$ cat src/rtl/serdes_pkg.sv
// Shared defaults, chunk-count helper and state view for the serializer/deserializer pair.
package serdes_pkg;

    localparam int DEF_NO_CH  = 10;
    localparam int DEF_BW_IN  = 8;
    localparam int DEF_BW_OUT = 2;

    typedef enum logic [1:0] {
        EMPTY,
        BUSY,
        FULL
    } ser_state_t;

    // Returns 0 when the wide word cannot be split into whole chunks.
    function automatic int calc_no_cyc(input int bw_in, input int bw_out);
        if (bw_out <= 0 || bw_in < bw_out || (bw_in % bw_out) != 0) begin
            return 0;
        end
        return bw_in / bw_out;
    endfunction

endpackage

$ cat src/rtl/to_serial_lane.sv
// Per-channel datapath: shift register plus one-word holding register, steered by shared controls.
// No handshake of its own; a shift exposes the next BW_OUT-bit chunk at data_out.
module to_serial_lane #(
    parameter int BW_IN  = 8,
    parameter int BW_OUT = 2
) (
    input  logic              clk,
    input  logic [BW_IN-1:0]  data_in,
    input  logic              load_sh_from_in,
    input  logic              load_sh_from_hold,
    input  logic              load_hold,
    input  logic              shift,
    output logic [BW_OUT-1:0] data_out
);

    logic [BW_IN-1:0] sh;
    logic [BW_IN-1:0] hold;

    always_ff @(posedge clk) begin
        if (load_sh_from_in) begin
            sh <= data_in;
        end else if (load_sh_from_hold) begin
            sh <= hold;
        end else if (shift) begin
            sh <= sh >> BW_OUT;
        end
        if (load_hold) begin
            hold <= data_in;
        end
    end

    assign data_out = sh[BW_OUT-1:0];

endmodule

$ cat src/rtl/to_serial.sv
// Parallel-to-serial converter: NO_CH lockstep words leave as NO_CYC chunks, least-significant first.
// First chunk one cycle after accept; outputs hold under !rdy_out, and a hold buffer keeps words gap-free.
module to_serial
    import serdes_pkg::*;
#(
    parameter int NO_CH  = DEF_NO_CH,
    parameter int BW_IN  = DEF_BW_IN,
    parameter int BW_OUT = DEF_BW_OUT
) (
    input  logic                          clk,
    input  logic                          rst,
    input  logic                          vld_in,
    output logic                          rdy_in,
    input  logic [NO_CH-1:0][BW_IN-1:0]   data_in,
    output logic                          vld_out,
    input  logic                          rdy_out,
    output logic [NO_CH-1:0][BW_OUT-1:0]  data_out,
    output logic                          last_out
);

    localparam int NO_CYC  = calc_no_cyc(BW_IN, BW_OUT);
    localparam int CNTR_BW = (NO_CYC > 1) ? $clog2(NO_CYC) : 1;
    localparam logic [CNTR_BW-1:0] LAST_CNT = CNTR_BW'(NO_CYC - 1);

    if (NO_CYC == 0) begin : g_bad_ratio
        $error("to_serial: BW_IN (%0d) must be an integer multiple of BW_OUT (%0d)", BW_IN, BW_OUT);
    end

    ser_state_t         state;
    ser_state_t         nxt_state;
    logic [CNTR_BW-1:0] cnt;
    logic [CNTR_BW-1:0] nxt_cnt;
    logic               accept;
    logic               xfer;
    logic               at_last;
    logic               load_sh_from_in;
    logic               load_sh_from_hold;
    logic               load_hold;
    logic               shift;

    assign rdy_in  = (state != FULL) && !rst;
    assign accept  = vld_in && rdy_in;
    assign xfer    = vld_out && rdy_out;
    assign at_last = (cnt == LAST_CNT);

    always_comb begin
        nxt_state         = state;
        nxt_cnt           = cnt;
        load_sh_from_in   = 1'b0;
        load_sh_from_hold = 1'b0;
        load_hold         = 1'b0;
        shift             = 1'b0;
        case (state)
            EMPTY: begin
                if (accept) begin
                    load_sh_from_in = 1'b1;
                    nxt_cnt         = '0;
                    nxt_state       = BUSY;
                end
            end
            BUSY: begin
                if (xfer && at_last) begin
                    // A word arriving with the last chunk replaces it directly: no bubble.
                    nxt_cnt = '0;
                    if (accept) begin
                        load_sh_from_in = 1'b1;
                    end else begin
                        nxt_state = EMPTY;
                    end
                end else begin
                    if (xfer) begin
                        shift   = 1'b1;
                        nxt_cnt = cnt + CNTR_BW'(1);
                    end
                    if (accept) begin
                        load_hold = 1'b1;
                        nxt_state = FULL;
                    end
                end
            end
            FULL: begin
                if (xfer && at_last) begin
                    load_sh_from_hold = 1'b1;
                    nxt_cnt           = '0;
                    nxt_state         = BUSY;
                end else if (xfer) begin
                    shift   = 1'b1;
                    nxt_cnt = cnt + CNTR_BW'(1);
                end
            end
            default: begin
                nxt_state = EMPTY;
                nxt_cnt   = '0;
            end
        endcase
    end

    // vld_out/last_out are registered from the next-state view so they leave the block glitch-free.
    always_ff @(posedge clk) begin
        if (rst) begin
            state    <= EMPTY;
            cnt      <= '0;
            vld_out  <= 1'b0;
            last_out <= 1'b0;
        end else begin
            state    <= nxt_state;
            cnt      <= nxt_cnt;
            vld_out  <= (nxt_state != EMPTY);
            last_out <= (nxt_state != EMPTY) && (nxt_cnt == LAST_CNT);
        end
    end

    for (genvar i = 0; i < NO_CH; i++) begin : g_lane
        to_serial_lane #(
            .BW_IN (BW_IN),
            .BW_OUT(BW_OUT)
        ) u_lane (
            .clk              (clk),
            .data_in          (data_in[i]),
            .load_sh_from_in  (load_sh_from_in),
            .load_sh_from_hold(load_sh_from_hold),
            .load_hold        (load_hold),
            .shift            (shift),
            .data_out         (data_out[i])
        );
    end

endmodule
$ cat config.mk
export PLATFORM = sky130hd
export DESIGN_NAME = to_serial
export DESIGN_NICKNAME = d
export VERILOG_FILES = /design/src/rtl/serdes_pkg.sv /design/src/rtl/to_serial_lane.sv /design/src/rtl/to_serial.sv
export SDC_FILE = /design/constraint.sdc
export NUM_CORES = 1
export LEC_CHECK = 0
export CORE_MARGIN = 1.5
export CORE_UTILIZATION = 40
export DETAILED_ROUTE_END_ITERATION = 10
export PLACE_DENSITY = 0.73
export SETUP_SLACK_MARGIN = 0.15
export SYNTH_ARGS = -nofsm -noshare
export SYNTH_HDL_FRONTEND = slang
export SYNTH_SLANG_ARGS = --single-unit
export TNS_END_PERCENT = 100
$ cat constraint.sdc
create_clock -name clk -period 12.8 [get_ports clk]
set_clock_uncertainty 0.15 [all_clocks]
set_input_delay 3.2 -clock clk [delete_from_list [all_inputs] [get_ports clk]]
set_output_delay 3.2 -clock clk [all_outputs]
set_load 0.02 [all_outputs]
# Word level (Yosys, flattened, before mapping)
# Index checks and enable logic that the tools add are counted.
# op_classes
muxes	50
n_eq_ne	5
n_addsub	1
n_reduce_logical	10
# op_table
cell	count
$mux W8	30
$mux W2	8
$mux W1	9
$eq A2 B2 Y1 const B	3
$pmux W2 S3	1
$logic_and A1 B1 Y1	5
$pmux W2 S2	1
$reduce_bool A3 Y1	1
$add A2 B1 Y2 const B	1
$eq A2 B1 Y1 const B	1
$logic_not A2 Y1	1
$ne A2 B2 Y1 const B	1
$pmux W1 S2	1
$reduce_bool A2 Y1	1
$reduce_or A2 Y1	1
$logic_not A1 Y1	1
# word_totals
output_inout_bits	23
ff_bits	166
wordCells	90

# Logic depth before layout (Yosys ltp)
# Gate-level depths: netlist of run 1.
# logic_depth
depth_word	8
depth_mapped	8
mapped_depth_nobuf	6

# By module
# From an unflattened synthesis of run 1, not the netlist that was laid out.
# unflattened
hier_cells	465
area_unflattened_um2	6985.4
# by_module_without_submodules
module	seq_area_each_um2	area_each_um2	cells_per_inst	n_inst
to_serial_lane	480.5	654.4	42	10
to_serial	120.1	441.7	45	1

# Least setup slack after synthesis of run 1
# Ideal clock, no wire load.
# synth_path
path_type	input to register
start	input rst
end	register g_lane[0].u_lane.sh[0], enable pin
path_slack_ns	4.706
cell_stages	2
arrival_ns	7.398
setup_ns	0.546
t_required_ns	12.104
path_cell_list	or3b_4 > o22ai_1
# synth_between
elab_chain_cells	7
# synth_rtl
element	line_no	source
start: declaration	to_serial.sv:11	input logic rst,
$logic_not A1 Y1 (*)	to_serial.sv:41	assign rdy_in = (state != FULL) && !rst;
$logic_and A1 B1 Y1 (*)	to_serial.sv:41	
$logic_and A1 B1 Y1 (*)	to_serial.sv:42	assign accept = vld_in && rdy_in;
$mux W1 (*)	to_serial.sv:55, to_serial.sv:65	
$mux W1	to_serial.sv:62	if (xfer && at_last) begin
$pmux W1 S2 (*)	to_serial.sv:53	case (state)
$reduce_bool A3 Y1 (no line) (*)	n/a	
end signal: assignment	to_serial_lane.sv:21	sh <= data_in;
end signal: assignment	to_serial_lane.sv:23	sh <= hold;
end signal: assignment	to_serial_lane.sv:25	sh <= sh >> BW_OUT;
end: declaration	to_serial_lane.sv:16	logic [BW_IN-1:0] sh;
# Every way passes the cells marked *; elsewhere a longest branch is shown, timed or not.
# A chain may end at the register's enable or synchronous reset.

# Worst setup path in the final report of run 1
# layout_path
start	input rst
end	output rdy_in
# layout_between
elab_chain_cells	2
# layout_rtl
element	line_no	source
$logic_not A1 Y1	to_serial.sv:41	
$logic_and A1 B1 Y1	to_serial.sv:41	
end: declaration	to_serial.sv:13	output logic rdy_in,
# No other way between the ends.

==> results of run 1 <==
-- cells in the final DEF, fill, tap and decap left out, types with 2 or more instances in the layout --
cell type / count
inv_6: 2
dfxtp_1: 6
clkinv_2: 2
clkdlybuf4s50_1: 106
a22o_1: 22
buf_4: 4
clkinv_1: 5
clkbuf_16: 17
mux2i_1: 62
ha_1: 5
o21ai_0: 54
nand3b_1: 2
a31oi_1: 2
inv_1: 5
nand2_1: 61
o21ai_1: 7
edfxtp_1: 160
nor2_1: 5
bufinv_16: 4
-- power groups by stage --
stage	Clock [mW]	Combinational, mW	Sequential [mW]
after global routing	0.565	0.112	0.638
final	0.530	0.102	0.635
after detailed placement	0	0.103	0.647
after CTS	0.542	0.103	0.636
after floorplan	0	0.0594	0.648
after global placement	0	0.0991	0.646
-- metal layers --
metal | wire [um] | GRT usage (%)
met3 | 510 | 3.63
met1 | 6090 | 19.9
met5 | 0 | 0
met2 | 6140 | 24.1
met4 | 187 | 5.85
-- worst min-delay path, cell delays in order, from the launching register on --
cell and delay [ns]:
dfxtp_1 0.34, a31oi_1 0.11, inv_1 0.04
-- per-stage QoR --
step / worst slack [ns] / cells / hold slack [ns] / power [mW]
after global placement: 5.05 / 740 / 0.325 / 0.745
final: 5.03 / 772 / 0.369 / 1.27
after global routing: 4.96 / 772 / 0.398 / 1.32
after CTS: 5.01 / 772 / 0.374 / 1.28
after detailed placement: 5.01 / 740 / 0.360 / 0.750
after floorplan: 4.71 / 454 / 0.302 / 0.707
-- sequential cells by signal, indices dropped and copies added, names as in the netlist --
signal,count
g_lane.u_lane.hold,80
cnt,2
state,2
g_lane.u_lane.sh,80
vld_out,1
last_out,1
-- how the worst min path moves through the flow --
stage               depth (start not counted)                      from                endpoint  slack (ns)
finish                                      2                    cnt[1]                  cnt[1]        0.37
CTS                                         2                    cnt[1]                  cnt[1]        0.37
global route                                1  g_lane[5].u_lane.hold[7]  g_lane[5].u_lane.sh[7]        0.40
global placement                            2                    cnt[1]                  cnt[1]        0.32
detailed placement                          2                    cnt[1]                  cnt[1]        0.36
floorplan                                   2                    cnt[1]                  cnt[1]        0.30
-- area by class of cell --
| cell class | instances | area (sq um) |
|---|---|---|
| Sequential cell | 166 | 4920 |
| Multi-Input combinational cell | 239 | 1620 |
| Clock buffer | 17 | 425 |
| Tap cell | 220 | 275 |
| Inverter | 5 | 18.8 |
| Fill cell | 1409 | 8160 |
| Timing Repair Buffer | 110 | 1090 |
| Clock inverter | 15 | 183 |
-- cells by family after synthesis --
logic type	after synthesis	synth area share (%)
multiplexers	62	9.03
flip-flops	166	71.7
XOR/XNOR	1	0.128
buffers and inverters	49	5.04
AND/OR/NAND/NOR	79	4.99
adder cells (fa/ha/maj)	6	1.06
AO/OA/AOI/OAI	91	8.07
==> summary.md, run 1 <==
| Metric | Value |
|---|---|
| DR WL/cell | 16.8 um |
| Worst Path Max Fanout | 6 |
| Total Nets Final | 628 |
| Max incr delay on CP | 0.61 ns |
| Cell depth of the worst flop-to-flop path | 6 |
| Endpoints failing setup | 0 |
| 1st-iter DRT viols | 273 |
| Worst rel slew slack | 20.6% |
| Crit-path cells | clkdlybuf4s50_1 > nor2_1 > clkdlybuf4s50_1 |
| Cell Rows | 47 |
| CTS tree | built |
| Bufs and invs on worst path | 2 |
| RePlAce Congestion | 0.764 |
| Global Route Usage Sum | 15.0% |
| CP Data Arrival Time | 4.42 ns |
| RR Endpoint | g_lane[7].u_lane.sh[2] |
| Yosys top cell area share | 69.9% |
| Root Driver | clkbuf_16 |
| Commonest register cell after synthesis | edfxtp_1 |
| Max-slew violation count | 0 |
| DRT Pass-1 Iters | 4 |
| Clk buf depth | 2 |
| Syn Nets | 543 |
| H-tree Lvls | 4 |
| Max_cap viols | 0 |
| Worst setup SP type | primary input |
| Critical path type | primary input to output pin |
| Crit end category | output pin |
| Antenna cells | 0 |
| First-pass GRT wire length | 20700 um |
| Num CTS Buffers | 17 |
| Mapped Area | 6870 sq um |
| Yosys reg bits | 166 |
| Die Y | 134 um |
| FFs w/ async S/R, synth | 0% |
| Setup tns final | 0 ns |
| Worst-Skew Late Latency | 0.41 ns |
| Antenna-violating nets left | 0 |
| Switching Share | 21.0% |
| Cell mode on critical path | clkdlybuf4s50_1 |
| CP endpoint | rdy_in |
| Post-CTS Setup Inserts | 0 |
| R2R setup slack | 9.22 ns |
| Seq pwr share | 50.1% |
| Layout cells sized above 1 | 6.70% |
| Clk sinks | 166 |
| Vias in the first global route | 3960 |
| Pin count of the biggest net entering global routing | 91 |
| Switch Pwr | 0.266 mW |
| Total Routed Length | 12900 um |
| Initial Util | 41.1% |
| Synthesized netlist cell count | 454 |
| Synth cell count leaders | edfxtp_1 (160), mux2i_1 (62), nand2_1 (61) |
| PwrDens | 148 nW/um^2 |
| Final Hold Fails | 0 |
| Cts hold-fix bufs | 0 |
| Clock Power Share | 41.8% |
| Placeable Area | 16700 sq um |
| Yosys top cell by area | edfxtp_1 |
| DP Area | 7930 sq um |
| Top post-synthesis cells by area | edfxtp_1 (70%), mux2i_1 (9.0%), o21ai_0 (3.9%) |
| Most common cell in the synthesized netlist | edfxtp_1 |
| Req. time, crit path | 9.45 ns |
| Die area | 18000 sq um |
| Synth warn | 0 |
| Comb pwr share | 8.0% |
| Peak VDD IR | 98.0 uV |
| Initial antenna violation count | 0 |
| I/O Buffers | 106 |
| Yosys cell types | 34 |
| Worst Setup SP | rst |
| Outcome | finished, final reports clean |
| Seq/Total Area, Yosys | 71.7% |
| RSZ-0062 raised after global routing | no |
| Die Width | 134 um |
| Critical path depth | 3 |
| Crit path max-delay family | buffers and inverters |
| Crit share post-route | 60.7% |
| Slowest cell on crit path | clkdlybuf4s50_1 |
| Reg2reg start | state[0] |
| Avg Cell Area, Syn | 15.1 sq um |
| Ports | 107 |
| Vias | 3820 |
| Leak Pwr | 3.22 nW |
| Post-synth EDFFs | 160 |
| Drt drc | 0 |
| Tmin final | 7.77 ns |
| Worst min path class | flip-flop to flip-flop |
| Final instance area | 8540 sq um |
| Hpwl dp | 7830 um |
| Total grt overflow | 0 |
| Least-Margin Pin Slew | 1.19 ns |
| Area Overhead vs Synth | 24.3% |
| Highest Clock Rate | 0.129 GHz |
| Finished Core Util | 51.1% |
| Worst-path clk slew | 0.06 ns |
| Post-cts sizing count | 0 |
| Internal cell power | 1.00 mW |
| Drt via density | 4.95 |
(Power assumes the default switching activity.)
==> inputs of run 2 (changes only) <==
clock period = 7.39 ns   (was 12.8 ns; I/O delays follow)
==> summary.md, run 2 (same netlist as run 1, synthesis figures left out) <==
| Metric | Value |
|---|---|
| Met1 wire length | 6000 um |
| Post-CTS Setup Inserts | 0 |
| Biggest registers after layout | g_lane.u_lane.hold: 80 flops, g_lane.u_lane.sh: 80 flops |
| Die area | 18000 sq um |
| RR Endpoint | g_lane[6].u_lane.sh[3] |
| Hold WS | 0.361 ns |
| Reg2reg start | state[0] |
| Crit share post-route | 68.4% |
| DRT Pass-1 Iters | 4 |
| Die Width | 134 um |
| PwrDens | 248 nW/um^2 |
| Cell depth of the worst flop-to-flop path | 6 |
| Total Nets Final | 629 |
| Outcome | finished, final reports clean |
| Setup tns final | 0 ns |
| Total Routed Length | 12900 um |
| Crit end category | output pin |
| Final Hold Fails | 0 |
| Worst rel slew slack | 21.0% |
| Clk buf depth | 2 |
| Total grt overflow | 0 |
| Worst setup SP type | primary input |
| Initial antenna violation count | 0 |
| Pin count of the biggest net entering global routing | 81 |
| Worst min path class | flip-flop to flip-flop |
| Hpwl dp | 7780 um |
| Req. time, crit path | 5.39 ns |
| Post-place setup slack | 2.33 ns |
| Clk sinks | 166 |
| Cell Rows | 47 |
| Max_cap viols | 0 |
| R2R setup slack | 4.30 ns |
| Most frequent cells in the layout | edfxtp_1 (160), clkdlybuf4s50_1 (106), mux2i_1 (62) |
| Hold Crit Endpoint | cnt[1] |
| Drt drc | 0 |
| Final worst setup slack | 2.33 ns |
| Vias in the first global route | 3988 |
| CP Data Arrival Time | 3.06 ns |
| Ports | 107 |
| Routed wl met2 | 6120 um |
| Initial Util | 41.1% |
| Peak VDD IR | 160 uV |
| Worst-Skew Late Latency | 0.42 ns |
| RSZ-0062 raised after global routing | no |
| Antenna cells | 0 |
| Global Route Usage Sum | 15.2% |
| Final instance area | 8490 sq um |
| RePlAce Congestion | 0.765 |
| Area Overhead vs Synth | 23.6% |
| I/O Buffers | 106 |
| H-tree Lvls | 4 |
| Drt via density | 5.02 |
| Top layer in use | met4 |
| CTS tree | built |
| Num CTS Buffers | 17 |
| Hold path depth | 2 |
| Layout cells sized above 1 | 7.78% |
| HP Start | cnt[1] |
| Critical path type | primary input to output pin |
| DP Area | 7940 sq um |
| Vias | 3877 |
| Cts hold-fix bufs | 0 |
| Placeable Area | 16700 sq um |
| Endpoints failing setup | 0 |
| First-pass GRT wire length | 20600 um |
| Highest Clock Rate | 0.198 GHz |
| Least-Margin Pin Slew | 1.18 ns |
| Die Y | 134 um |
| Met3 WL | 611 um |
| Root Driver | clkbuf_16 |
| Overall power | 2.11 mW |
| Post-cts sizing count | 0 |
| Antenna-violating nets left | 0 |
| 1st-iter DRT viols | 263 |
| DR WL/cell | 16.7 um |
| Leak Pwr | 3.19 nW |
| Worst Path Max Fanout | 6 |
| Max-slew violation count | 0 |
| Tmin final | 5.06 ns |
| Worst-path clk slew | 0.06 ns |
| Commonest non-fill, non-tap cell in the layout | edfxtp_1 |
-- run 2: cell count changes in the layout (fill, tap and decap cells not counted) --
cell	delta
buf_4	+1
bufinv_16	-3
clkinv_1	-5
clkinv_2	+3
clkinv_4	+2
clkinvlp_4	+2
inv_6	+1
-- run 2: final cells by class --
| cell class | instances | area [sq um] |
|---|---|---|
| fill | 1388 | 8210 |
| sequential | 166 | 4920 |
| multi-input combinational | 239 | 1620 |
| timing repair buffer | 111 | 1100 |
| clock buffer | 17 | 425 |
| tap | 220 | 275 |
| clock inverter | 15 | 130 |
| inverter | 5 | 18.8 |
-- run 2: layer usage --
layer	global-route usage [%]	vias to the layer above
li1	-	1868
met1	20.0	1892
met2	24.1	103
met3	3.89	14
met4	6.03	0
met5	0	-
-- run 2: how the worst max path moves through the flow --
stage	startpoint	endpoint	slack, ns	cells past startpoint
after global placement	rst	rdy_in	2.34	3
after floorplan	rst	g_lane[0].u_lane.sh[0]	0.65	2
after global routing	rst	rdy_in	2.29	3
final	rst	rdy_in	2.33	3
after detailed placement	rst	rdy_in	2.33	3
after CTS	rst	rdy_in	2.34	3
-- run 2: power breakdown --
group / internal, mW / switching, mW / leakage, nW
combinational: 0.0845 / 0.0927 / 1.39
sequential: 1.09 / 0.0127 / 1.54
clock: 0.465 / 0.368 / 0.270
total: 1.64 / 0.473 / 3.19
-- run 2: metrics by stage --
stage	util [%]	instances
final	50.9	773
after CTS	50.9	773
after global routing	50.9	773
after detailed placement	47.5	741
after global placement	47.5	741
after floorplan	-	454
-- run 2: critical path: stages --
cell,delay [ns]
clkdlybuf4s50_1,0.48
nor2_1,0.12
clkdlybuf4s50_1,0.61
==> RTL change 1, RTL diff (config.mk and constraints of run 2) <==
`DEF_BW_IN`: 8 -> 16.
--- a/src/rtl/serdes_pkg.sv
+++ b/src/rtl/serdes_pkg.sv
@@ -3,5 +3,5 @@
 
     localparam int DEF_NO_CH  = 10;
-    localparam int DEF_BW_IN  = 8;
+    localparam int DEF_BW_IN  = 16;
     localparam int DEF_BW_OUT = 2;
 
Interface: changed (resized data_in); port bits go from 107 to 187. The function was not compared with the original's and may differ.
==> RTL change 1 against run 2 <==
Cell count increased by 120%. Routed wire length increased by 120%. Register-to-register slack got worse by 0.37 ns. Setup slack got worse by 0.0015 ns. Critical path type unchanged. Hold slack improved by 0.021 ns. Final area increased by 96%. Power increased by 100%. Area after synthesis increased by 94%. Critical path depth unchanged. Critical endpoint unchanged. Global-route usage increased by 1.5 points. Sequential cell count increased by 161.
==> RTL change 1: results (changes against run 2) <==
| Group | Metric | Reported | Change |
|:---|:---|:---|:---|
| global routing | Pin count of the biggest net entering global routing | 187 | +130% |
| synth | Sequential area share after synthesis | 73.3% | +1.6 points |
| global routing | Overall fraction of global-route tracks in use | 16.7% | +1.5 points |
| global routing | Wire length of the first global-routing pass | 45000 um | +120% |
| global routing | GR Layer Usage met1 | 21.9% | +1.9 points |
| final layout | Filler-free cell count of the finished design | 1674 | +120% |
| placed design | Post-placement cell count | 1602 | +120% |
| worst setup path | Worst Reg-to-Reg Cells | 7 | +1 |
| final layout | Signal buf overhead | 11.9% | -1.1 points |
| drt | Length of routed met2 wiring | 13500 um | +120% |
| global routing | Antenna violations before repair | 9 | +9 |
| synth | Adder-cell share of the synthesized area | 0.640% | -0.42 points |
| drt | Topmost layer with routed signal wires | met5 |  |
| synth | Number of flops mapped to enable cells by yosys | 320 | +100% |
| final layout | Count of inserted antenna diode cells | 6 | +6 |
| final layout | Nets | 1369 | +120% |
| final layout | Multi-input gates | 633 | +160% |
| global routing | Met2 Track Usage GR | 26.8% | +2.7 points |
| synth | Multiplexer share of the synthesized area | 0.160% | -8.9 points |
| status | Outcome | finished clean |  |
| pwr | Portion of total power attributed to sequential cells | 49.5% | -2.7 points |
| placed design | Post-DP HPWL | 16400 um | +110% |
| sta | Worst-case headroom to the max-slew limit | 23.8% | +2.7 points |
| min path | Cells on Worst Hold Path | 1 | -1 |
| final layout | Clkbuf count | 44 | +27 |
| synth | Post-Synthesis Cell Area | 13300 sq um | +94% |
| final layout | Inverters, non-clock | 4 | -1 |
| final layout | Combined area of the multi-input logic cells | 3050 sq um | +88% |
| final layout | Layout clock area frac | 7.62% | +1.1 points |
| placed design | Post-place setup slack | 2.34 ns | +0.00481 ns |
| pwr | Combinational logic power | 259 uW | +46% |
| synth | Syn Inst Count | 1052 | +130% |
| synth | Cell types with the largest area share after synthesis | sky130_fd_sc_hd__edfxtp_1 (72%), sky130_fd_sc_hd__nand2_1 (8.0%), sky130_fd_sc_hd__a31oi_1 (6.6%) |  |
| synth | Fraction of synthesized cell area in xor and xnor cells | 0% | -0.13 points |
-- RTL change 1: changes by cell type after synthesis, sizes merged, moves of 25 or more --
cell | run 2 | this run
a31oi | 2 | 140
clkbuf | 7 | 32
edfxtp | 160 | 320
mux2i | 62 | 1
nand2 | 61 | 284
nor2 | 7 | 149
o21ai | 61 | 4
-- RTL change 1: worst max-delay path: cells and delay by family --
kind          cells  cell delay [ns]
buf+inv           2             1.07
simple gates      1             0.14
-- RTL change 1: worst paths after layout --
path	from	to	slack, ns
hold reg to reg	g_lane[4].u_lane.hold[15]$_DFFE_PP_	g_lane[4].u_lane.sh[15]$_DFFE_PP_	0.38
hold / removal	g_lane[4].u_lane.hold[15]$_DFFE_PP_	g_lane[4].u_lane.sh[15]$_DFFE_PP_	0.38
setup reg to reg	cnt[0]$_SDFF_PP0_	g_lane[0].u_lane.sh[2]$_DFFE_PP_	3.93
setup / recovery	rst	rdy_in	2.33
==> RTL change 2, RTL diff (settings of run 2) <==
Made on the original files. The 3 states of `ser_state_t` get a one-hot encoding in 3 bits.
--- a/src/rtl/serdes_pkg.sv
+++ b/src/rtl/serdes_pkg.sv
@@ -6,8 +6,8 @@
     localparam int DEF_BW_OUT = 2;
 
-    typedef enum logic [1:0] {
-        EMPTY,
-        BUSY,
-        FULL
+    typedef enum logic [2:0] {
+        EMPTY = 3'b001,
+        BUSY  = 3'b010,
+        FULL  = 3'b100
     } ser_state_t;
 
Formal check against the unedited RTL: same outputs for any inputs over 4 cycles, from zero or initial values and one cycle with rst high; so few cycles prove little.
==> RTL change 2 against run 2 <==
Setup slack worse by 0.23 ns. Core utilization shrank 0.71 points. Cell count up 9.7%. Critical endpoint unchanged. Power decreased by 1.4%. Final area up 1.4%. First-iteration DRC count up 57%. Sequential cell count rose by 1. Routed wire length is 18% higher. Register-to-register slack got worse by 0.07 ns. Area after synthesis up 1.8%.
==> RTL change 2: results (changes against run 2) <==
| Group | Metric | Reported | Change |
|:---|:---|:---|:---|
| placed design | Weighted congestion at the end of routability-driven global placement | 0.787 | +2.8% |
| global routing | Via count of the first global-routing pass | 4636 | +16% |
| synth | Synthesis Warnings | 0 | unchanged |
| global routing | Overall fraction of global-route tracks in use | 17.3% | +2.1 points |
| pwr | Peak supply drop | 0.000173 V | +8.2% |
| sta | Worst-case headroom to the max-slew limit | 19.6% | -1.5 points |
| final layout | Fill cells | 1503 | +8.3% |
| clock tree | Number of CTS-inserted buffers | 17 | unchanged |
| global routing | Pin count of the biggest net entering global routing | 81 | unchanged |
| synth | Top cells by count, synth | sky130_fd_sc_hd__edfxtp_1 (160), sky130_fd_sc_hd__nand2_1 (125), sky130_fd_sc_hd__nor3_1 (63) |  |
| drt | Total Routed Length | 15200 um | +18% |
| drt | Starting DRC count in detailed routing | 414 | +57% |
| clock tree | Clock tree root buffer cell | sky130_fd_sc_hd__clkbuf_16 |  |
| placed design | Post-place setup slack | 2.13 ns | -0.202 ns |
| clock tree | # Post-CTS Setup Buffers | 0 | unchanged |
| final layout | Nets | 695 | +10% |
| synth | Number of flops mapped to enable cells by yosys | 160 | unchanged |
| final layout | Fraction of final layout cells with drive strength greater than 1 | 8.19% | +0.41 points |
| worst setup path | Crit path arrival time | 3.29 ns | +0.23 ns |
| global routing | Antenna violations before repair | 0 | unchanged |
| global routing | Wire length of the first global-routing pass | 24000 um | +16% |
| clock tree | Clock transition time at the flip-flop clock pins of the worst setup and hold paths | 0.06 ns | about the same |
| clock tree | H-tree depth reported by CTS | 4 | unchanged |
| pwr | Leak pwr | 0.00281 uW | -12% |
| synth | Syn Nets | 625 | +15% |
| final layout | Largest registers | g_lane.u_lane.hold: 80 flops, g_lane.u_lane.sh: 80 flops, state: 3 flops |  |
| clock tree | Post-cts resize count | 0 | unchanged |
| synth | Proportion of register bits with asynchronous set or reset after synthesis | 0% | unchanged |
| synth | Cell types with the largest area share after synthesis | sky130_fd_sc_hd__edfxtp_1 (69%), sky130_fd_sc_hd__nand2_1 (6.7%), sky130_fd_sc_hd__nor3_1 (4.5%) |  |
| clock tree | Clock network latency to the later pin of the worst-skew pair | 0.42 ns | about the same |
| status | Outcome | finished clean |  |
| min path | Classification of the worst-slack hold path | flip-flop to flip-flop |  |
| worst setup path | Critical Path Fanout Max | 10 | +4 |
| synth | Sequential area share after synthesis | 70.7% | -0.96 points |
| placed design | Total of buffers placed on input and output ports | 106 | unchanged |
| clock tree | Maximum number of buffers from clock root to sink | 2 | unchanged |
| drt | TritonRoute pass-1 iters | 5 | +1 |
| drt | Via count | 4592 | +18% |
| synth | Number of distinct standard cells referenced by the synthesized netlist | 36 | +5.9% |
| placed design | Post-DP HPWL | 8880 um | +14% |
| final layout | Count of inserted antenna diode cells | 0 | unchanged |
RTL change 2: cell types whose count changed after synthesis, moves of 5 or more:
cell                              run 2  this run
sky130_fd_sc_hd__o21ai_1              7         1
sky130_fd_sc_hd__o21ai_0             54         1
sky130_fd_sc_hd__clkbuf_1             3        29
sky130_fd_sc_hd__nor3_1               0        63
sky130_fd_sc_hd__nand2_1             61       125
sky130_fd_sc_hd__nor2b_1              0         6
sky130_fd_sc_hd__a21oi_1              1         6
sky130_fd_sc_hd__a31oi_2              0        11
sky130_fd_sc_hd__mux2i_1             62         0
sky130_fd_sc_hd__a31oi_1              2        50
RTL change 2: report_power, final:
| group | internal, uW | switching [uW] | leakage, uW |
|---|---|---|---|
| sequential | 1070 | 9.36 | 0.00152 |
| combinational | 79.8 | 94.4 | 0.00103 |
| clock | 486 | 338 | 0.000268 |
RTL change 2: logic make-up after synthesis:
kind of cell	Yosys count	share of synthesized area (%)
simple gates	217	13.7
buf+inv	61	5.17
fa+ha+maj	1	0.179
mux	1	0.161
compound gates	92	9.90
xor+xnor	1	0.125
flops	167	70.7
RTL change 2: through the flow:
step | power (uW) | area [sq um] | utilization (%) | std cells
finish | 2080 | 8610 | 50.1 | 848
global route | 2150 | 8610 | 50.1 | 848
CTS | 2100 | 8610 | 50.1 | 848
detailed placement | 1280 | 8070 | 47.0 | 816
global placement | 1270 | 8070 | 47.0 | 816
floorplan | 1200 | 7010 | - | 540
RTL change 2: path summary, 6_finish.rpt:
| path | slack [ns] | from | cells past startpoint | endpoint |
|---|---|---|---|---|
| hold reg to reg | 0.34 | cnt[1]$_SDFF_PP0_ | 2 | cnt[1]$_SDFF_PP0_ |
| setup / recovery | 2.11 | rst | 3 | rdy_in |
| hold / removal | 0.34 | cnt[1]$_SDFF_PP0_ | 2 | cnt[1]$_SDFF_PP0_ |
| setup reg to reg | 4.23 | state[2]$_SDFF_PP0_ | 5 | g_lane[4].u_lane.sh[7]$_DFFE_PP_ |
RTL change 2: metal layers:
metal,GRT usage [%],part of all wire [%],vias to the layer above
met1,22.3,42,2262
met4,7.71,2.4,0
met2,28.3,50,160
met3,3.63,5.8,28
li1,-,-,2142
met5,0,0,-
RTL change 2: critical path: stages:
cell                              delay, ns
sky130_fd_sc_hd__clkdlybuf4s50_1       0.63
sky130_fd_sc_hd__nor2_1                0.19
sky130_fd_sc_hd__clkdlybuf4s50_1       0.63
RTL change 2: final cells by class:
class	instances	share of cell area, %
well taps	225	3.27
multi-input cells	312	20.2
flip-flops and latches	167	57.4
clock inverters	14	1.34
repair buffers	111	12.8
clock buffers	18	4.98
inverters	1	0.0436
